**src/rtl/freq_meter_if.sv**
```systemverilog
// Result channel of freq_meter: measurement fields plus valid/ready handshake.
// meas_period exists only when FREQ_METER_PERIOD_EN is defined.
interface freq_meter_if #(
  parameter int CNT_W = 26
);
  logic [CNT_W-1:0] meas_count;
  logic             meas_sat;
  logic             meas_overrun;
  logic             meas_valid;
  logic             meas_ready;
`ifdef FREQ_METER_PERIOD_EN
  logic [CNT_W-1:0] meas_period;

  modport master (output meas_count, meas_sat, meas_overrun, meas_valid, meas_period,
                  input  meas_ready);
  modport slave  (input  meas_count, meas_sat, meas_overrun, meas_valid, meas_period,
                  output meas_ready);
`else
  modport master (output meas_count, meas_sat, meas_overrun, meas_valid,
                  input  meas_ready);
  modport slave  (input  meas_count, meas_sat, meas_overrun, meas_valid,
                  output meas_ready);
`endif
endinterface

```
**src/rtl/freq_meter.sv**
```systemverilog
// Gated edge counter: counts sig_in rising edges over GATE_CYCLES clk_in cycles.
// Optional macro FREQ_METER_PERIOD_EN adds the last rise-to-rise interval (meas_period).
//
// state | meaning
// IDLE  | counters held at zero, waiting for enable
// GATE  | gate window running, rises being counted
module freq_meter #(
  parameter int GATE_CYCLES = 20000000,
  parameter int CNT_W       = 26
) (
  input  logic         clk_in,
  input  logic         rst_n,
  input  logic         sig_in,
  input  logic         enable,
  freq_meter_if.master meas
);
  // Gate counter is widened only when CNT_W cannot reach the terminal value.
  localparam int GATE_W = ($clog2(GATE_CYCLES) > CNT_W) ? $clog2(GATE_CYCLES) : CNT_W;
  localparam logic [GATE_W-1:0] GATE_LAST = GATE_W'(GATE_CYCLES - 1);
  localparam logic [GATE_W-1:0] GATE_ONE  = GATE_W'(1);
  localparam logic [CNT_W-1:0]  CNT_MAX   = '1;
  localparam logic [CNT_W-1:0]  CNT_ONE   = CNT_W'(1);

  typedef enum logic {IDLE, GATE} state_t;

  state_t            state, state_nx;
  logic              sync1, sync2, sync3;
  logic              rise;
  logic [GATE_W-1:0] gate_cnt;
  logic [CNT_W-1:0]  edge_cnt;
  logic [CNT_W-1:0]  edge_sum;
  logic              sat_flag;
  logic              sat_hit;
  logic              term;
  logic              abort;

  always_ff @(posedge clk_in or negedge rst_n) begin
    if (!rst_n) begin
      sync1 <= 1'b0;
      sync2 <= 1'b0;
      sync3 <= 1'b0;
    end else begin
      sync1 <= sig_in;
      sync2 <= sync1;
      sync3 <= sync2;
    end
  end

  assign rise     = sync2 & ~sync3;
  assign sat_hit  = rise & (edge_cnt == CNT_MAX);
  assign edge_sum = (edge_cnt == CNT_MAX) ? CNT_MAX : (rise ? edge_cnt + CNT_ONE : edge_cnt);

  always_ff @(posedge clk_in or negedge rst_n) begin
    if (!rst_n) state <= IDLE;
    else        state <= state_nx;
  end

  always_comb begin
    state_nx = state;
    term     = 1'b0;
    abort    = 1'b0;
    case (state)
      IDLE: if (enable) state_nx = GATE;
      GATE: begin
        if (gate_cnt == GATE_LAST) begin
          term = 1'b1;
          if (!enable) state_nx = IDLE;
        end else if (!enable) begin
          abort    = 1'b1;
          state_nx = IDLE;
        end
      end
      default: state_nx = IDLE;
    endcase
  end

  always_ff @(posedge clk_in or negedge rst_n) begin
    if (!rst_n) begin
      gate_cnt <= '0;
      edge_cnt <= '0;
      sat_flag <= 1'b0;
    end else if (state != GATE || term || abort) begin
      gate_cnt <= '0;
      edge_cnt <= '0;
      sat_flag <= 1'b0;
    end else begin
      gate_cnt <= gate_cnt + GATE_ONE;
      edge_cnt <= edge_sum;
      sat_flag <= sat_flag | sat_hit;
    end
  end

`ifdef FREQ_METER_PERIOD_EN
  logic [CNT_W-1:0] period_cnt;
  logic [CNT_W-1:0] last_period;
  logic [CNT_W-1:0] gap;
  logic             seen_one;
  logic             seen_two;

  // gap is the interval that a rise on this cycle would close
  assign gap = (period_cnt == CNT_MAX) ? CNT_MAX : period_cnt + CNT_ONE;

  always_ff @(posedge clk_in or negedge rst_n) begin
    if (!rst_n) begin
      period_cnt  <= '0;
      last_period <= '0;
      seen_one    <= 1'b0;
      seen_two    <= 1'b0;
    end else if (state != GATE || term || abort) begin
      period_cnt  <= '0;
      last_period <= '0;
      seen_one    <= 1'b0;
      seen_two    <= 1'b0;
    end else if (rise) begin
      period_cnt <= '0;
      if (seen_one) last_period <= gap;
      seen_two   <= seen_one;
      seen_one   <= 1'b1;
    end else begin
      period_cnt <= gap;
    end
  end
`endif

  always_ff @(posedge clk_in or negedge rst_n) begin
    if (!rst_n) begin
      meas.meas_count   <= '0;
      meas.meas_sat     <= 1'b0;
      meas.meas_overrun <= 1'b0;
      meas.meas_valid   <= 1'b0;
`ifdef FREQ_METER_PERIOD_EN
      meas.meas_period  <= '0;
`endif
    end else if (term) begin
      meas.meas_count   <= edge_sum;
      meas.meas_sat     <= sat_flag | sat_hit;
      meas.meas_overrun <= meas.meas_valid & ~meas.meas_ready;
      meas.meas_valid   <= 1'b1;
`ifdef FREQ_METER_PERIOD_EN
      if (rise) meas.meas_period <= seen_one ? gap : '0;
      else      meas.meas_period <= seen_two ? last_period : '0;
`endif
    end else if (meas.meas_valid && meas.meas_ready) begin
      meas.meas_valid <= 1'b0;
    end
  end
endmodule

```
**src/flat_wrapper.sv**
```systemverilog
// flat-port wrapper written by rule: the top's interface ports become plain ports
module freq_meter_flat 
#(
  parameter int GATE_CYCLES = 20000000,
  parameter int CNT_W       = 26
)
  (clk_in, rst_n, sig_in, enable, meas_meas_count, meas_meas_sat, meas_meas_overrun, meas_meas_valid, meas_meas_ready);
  freq_meter_if #(.CNT_W(CNT_W)) meas_i ();
  input  logic clk_in;
  input  logic rst_n;
  input  logic sig_in;
  input  logic enable;
  output wire logic [$bits(meas_i.meas_count)-1:0] meas_meas_count;
  output wire logic [$bits(meas_i.meas_sat)-1:0] meas_meas_sat;
  output wire logic [$bits(meas_i.meas_overrun)-1:0] meas_meas_overrun;
  output wire logic [$bits(meas_i.meas_valid)-1:0] meas_meas_valid;
  input wire logic [$bits(meas_i.meas_ready)-1:0] meas_meas_ready;
  assign meas_meas_count = meas_i.meas_count;
  assign meas_meas_sat = meas_i.meas_sat;
  assign meas_meas_overrun = meas_i.meas_overrun;
  assign meas_meas_valid = meas_i.meas_valid;
  assign meas_i.meas_ready = meas_meas_ready;
  freq_meter #(.GATE_CYCLES(GATE_CYCLES), .CNT_W(CNT_W)) u_core (.clk_in(clk_in), .rst_n(rst_n), .sig_in(sig_in), .enable(enable), .meas(meas_i));
endmodule
```
**config.mk**
```make
export PLATFORM = sky130hd
export DESIGN_NAME = freq_meter_flat
export DESIGN_NICKNAME = d
export VERILOG_FILES = /design/src/rtl/freq_meter_if.sv /design/src/rtl/freq_meter.sv /design/src/flat_wrapper.sv
export SDC_FILE = /design/constraint.sdc
export NUM_CORES = 1
export LEC_CHECK = 0
export CORE_ASPECT_RATIO = 0.6
export CORE_MARGIN = 3
export CORE_UTILIZATION = 60
export DETAILED_ROUTE_END_ITERATION = 10
export DONT_BUFFER_PORTS = 1
export HOLD_SLACK_MARGIN = 0.03
export PLACE_DENSITY = 0.87
export SYNTH_ARGS = -nofsm -noshare
export SYNTH_HDL_FRONTEND = slang
export SYNTH_SLANG_ARGS = --single-unit
export TNS_END_PERCENT = 20
```
**constraint.sdc**
```tcl
create_clock -name clk_in -period 2.09 [get_ports clk_in]
set_input_delay 0.627 -clock clk_in [delete_from_list [all_inputs] [get_ports clk_in]]
set_output_delay 0.627 -clock clk_in [all_outputs]
set_load 0.01 [all_outputs]
```
==> results.toml <==
[status]
violations = "negative hold slack"
status = "finished with violations"

[cts]
cts_tree = "done"
root_buffer = "clkbuf_8"
cts_resized = 0
h-tree-depth = 3
cts_made_buffers = 9
clkLatencyLatePin_ns = 0.36
cts_sinks = 86
postCtsSetupBuffers = 0
cts.reportedPaths.clkPinSlew_ns = 0.08
clockBufferDepth = 2

[place]
port_buffers = 0
gp_congestion = 0.921
dpl.hpwl_um = 5800
placedInstanceArea_mm2 = 0.00408

[detailed_routing]
ant_nets = 0
dr.pass1.iters = 6
vias = 2942
drt-initial-drc-count = 334
avgRoutedWirePerCell_um = 17.4
drc = 0
viasPerCell = 6.08
routed_wl_um = 8400

[power]
p_leak_uw = 0.00181
irDropWorstVdd_uv = 443
p_per_area_mw_per_mm2 = 641

[synth]
postSynthCellCount = 387
synth-edff-count = 0
synth_warnings = 0
avgSynthCellArea_um2 = 10.2
syn-cell-area_mm2 = 0.00396
synth_flop_cell = "dfrtp_1"
yosys_register_bits = 86
syn-num-nets = 394
synthArstFlopShare_pct = 100
ys_types = 39
synth.yosys.seq_area_share_pct = 54.4

[sta]
tns_ns = 0
fmax_mhz = 519
layout_min_cycle_time_ns = 1.93
fin_hold_ws_ns = -0.0520
min_period_over_period_pct = 92.2
slew_headroom_pct = 68.3
fin_worst_skew_ns = 0.0100
finalMaxSlewViolations = 0
worstMarginPinSlew_ns = 0.472
hold_viol = 86
setup_viol = 0
rsz0062_at_grt = "no"

[floorplanning]
core-area_mm2 = 0.00625
start_util_pct = 63.3
ios = 34
die_h_um = 68.9
placementRows = 22
fp.dieArea_mm2 = 0.00764
die_w_um = 111

[global_route]
grt_pass1_wl_um = 13900
grt_pass1_vias = 2848
antenna_found_initial = 0
grt-ovfl-total = 0
grt_use_total_pct = 23.6
grt_max_degree = 87

[finish]
area_delta_synth_final_pct = 7.43
stdcell_area_mm2 = 0.00425
fillers = 484
diodes = 0
nNetsFinal = 402
drive_gt1_share_pct = 8.75
regArea_mm2 = 0.00215
multi_input_area_mm2 = 0.00170

[critical_path]
critical-path-max-stage-delay_ns = 0.44
timing.rr.start = "u_core.gate_cnt[19]"
cpMaxStageDelayCell = "dfrtp_1"
critical-path-top-cell-by-count = "nand3_1"
worstSetupPathType = "reg -> reg"
cp_cell_sequence = "nor4_1 -> and3_1 -> nand3_1 -> nand3_1 -> buf_12 -> and2b_1"
cp_max_fo = 53
required_ns = 2.35
ff2ff_path_depth = 6
cp-end-kind = "flip-flop"
r2r_setup_slack_ns = 0.16
arrival_ns = 2.18
worstSetupStartpointType = "flip-flop"
r2r-end = "u_core.edge_cnt[15]"

[worst_hold_path]
hold_class = "in -> async"

[flow_run]
cap_violations = 0
-- how the worst max path moves through the flow --
stage,end,startpoint,slack [ns],depth (start not counted)
3_5_place_dp,u_core.edge_cnt[15],u_core.gate_cnt[0],0.21,7
3_3_place_gp,u_core.edge_cnt[15],u_core.gate_cnt[0],0.26,7
5_1_grt,u_core.meas.meas_count[6],u_core.gate_cnt[19],0.04,6
2_1_floorplan,u_core.meas.meas_count[15],u_core.gate_cnt[0],0.35,6
6_report,u_core.edge_cnt[15],u_core.gate_cnt[19],0.16,6
4_1_cts,u_core.edge_cnt[15],u_core.gate_cnt[0],0.18,7
-- routing by layer --
metal | up-vias | track usage, % | share of wire, %
met5 | - | 0 | 0
met4 | 0 | 9.68 | 1.9
met3 | 22 | 7.32 | 8.5
met2 | 129 | 35.4 | 43
met1 | 1414 | 32.4 | 46
li1 | 1377 | - | -
-- cells by family after synthesis --
group	synth area share (%)
AOI/OAI and AO/OA	7.52
xor gates and xnor gates	10.2
adders and majority gates	0.632
buffers and inverters	2.75
DFF	54.4
muxes	0.537
and+or+nand+nor	24.0
-- power by group --
part           leakage, uW  switching [uW]  internal (uW)  total, uW
Clock            0.0000861             557            459       1020
Combinational     0.000534            23.3           10.8       34.2
Sequential         0.00119            6.39           1670       1680
-- cell usage after synthesis (2+ instances only) --
cell type | n | area [um^2]
nand4_1 | 20 | 125
inv_1 | 6 | 22.5
buf_4 | 2 | 15.0
ha_1 | 2 | 25.0
nor3_1 | 10 | 50.1
xnor2_1 | 22 | 193
and4_1 | 5 | 43.8
or3_1 | 2 | 12.5
dfrtp_1 | 86 | 2150
o21ai_0 | 3 | 15.0
buf_6 | 2 | 22.5
xor2_1 | 24 | 210
and3_1 | 11 | 68.8
nand2_1 | 21 | 78.8
nor2b_1 | 2 | 12.5
nor4b_1 | 5 | 43.8
nor2_4 | 2 | 22.5
nor3_2 | 3 | 30.0
nor2_1 | 60 | 225
buf_2 | 9 | 45.0
nand3_1 | 21 | 105
a21oi_1 | 37 | 185
nor4_1 | 4 | 25.0
a31oi_1 | 12 | 75.1
nand2b_1 | 2 | 12.5
-- cell usage in the layout, fill, tap and decap left out, drive strengths merged --
| cell type | n |
|---|---|
| a21o | 1 |
| a21oi | 37 |
| a31oi | 12 |
| a41o | 1 |
| and2 | 1 |
| and2b | 1 |
| and3 | 11 |
| and4 | 5 |
| and4b | 1 |
| buf | 11 |
| clkbuf | 12 |
| clkinv | 3 |
| clkinvlp | 1 |
| dfrtp | 86 |
| ha | 2 |
| inv | 6 |
| mux2 | 1 |
| mux2i | 1 |
| nand2 | 21 |
| nand2b | 2 |
| nand3 | 21 |
| nand4 | 22 |
| nand4b | 1 |
| nor2 | 62 |
| nor2b | 2 |
| nor3 | 13 |
| nor4 | 5 |
| nor4b | 6 |
| o21ai | 4 |
| or3 | 2 |
| xnor2 | 22 |
| xor2 | 24 |
-- per-stage QoR --
step / hold WS [ns] / worst slack, ns / util, % / power [uW] / instances
6_report: -0.0520 / 0.163 / 68.0 / 2720 / 484
5_1_grt: -0.0810 / 0.0413 / 68.0 / 2830 / 484
4_1_cts: -0.0634 / 0.183 / 68.0 / 2750 / 484
3_5_place_dp: 0.335 / 0.207 / 65.4 / 1740 / 468
3_3_place_gp: 0.335 / 0.257 / 65.4 / 1740 / 468
2_1_floorplan: 0.331 / 0.351 / - / 1730 / 387
-- flip-flops by register name (all words and copies together), names as in the netlist --
| register | flops |
|---|---|
| u_core.edge_cnt | 26 |
| u_core.gate_cnt | 26 |
| u_core.meas.meas_count | 26 |
| u_core.meas.meas_overrun | 1 |
| u_core.meas.meas_sat | 1 |
| u_core.meas.meas_valid | 1 |
| u_core.sat_flag | 1 |
| u_core.state | 1 |
| u_core.sync1 | 1 |
| u_core.sync2 | 1 |
| u_core.sync3 | 1 |
-- final cells by class --
type	count	share of cell area, %
inverters	6	0.530
clock buffers	12	3.41
flip-flops and latches	86	50.6
repair buffers	11	2.53
clock inverters	4	0.530
multi-input cells	281	39.9
well taps	84	2.47
-- critical path: cells and delay by family, from the launching register on --
family | cells | cell delay [ns]
buf+inv | 1 | 0.26
flops | 1 | 0.44
simple gates | 5 | 1.10
No activity file was read; power rests on OpenSTA's default activity.
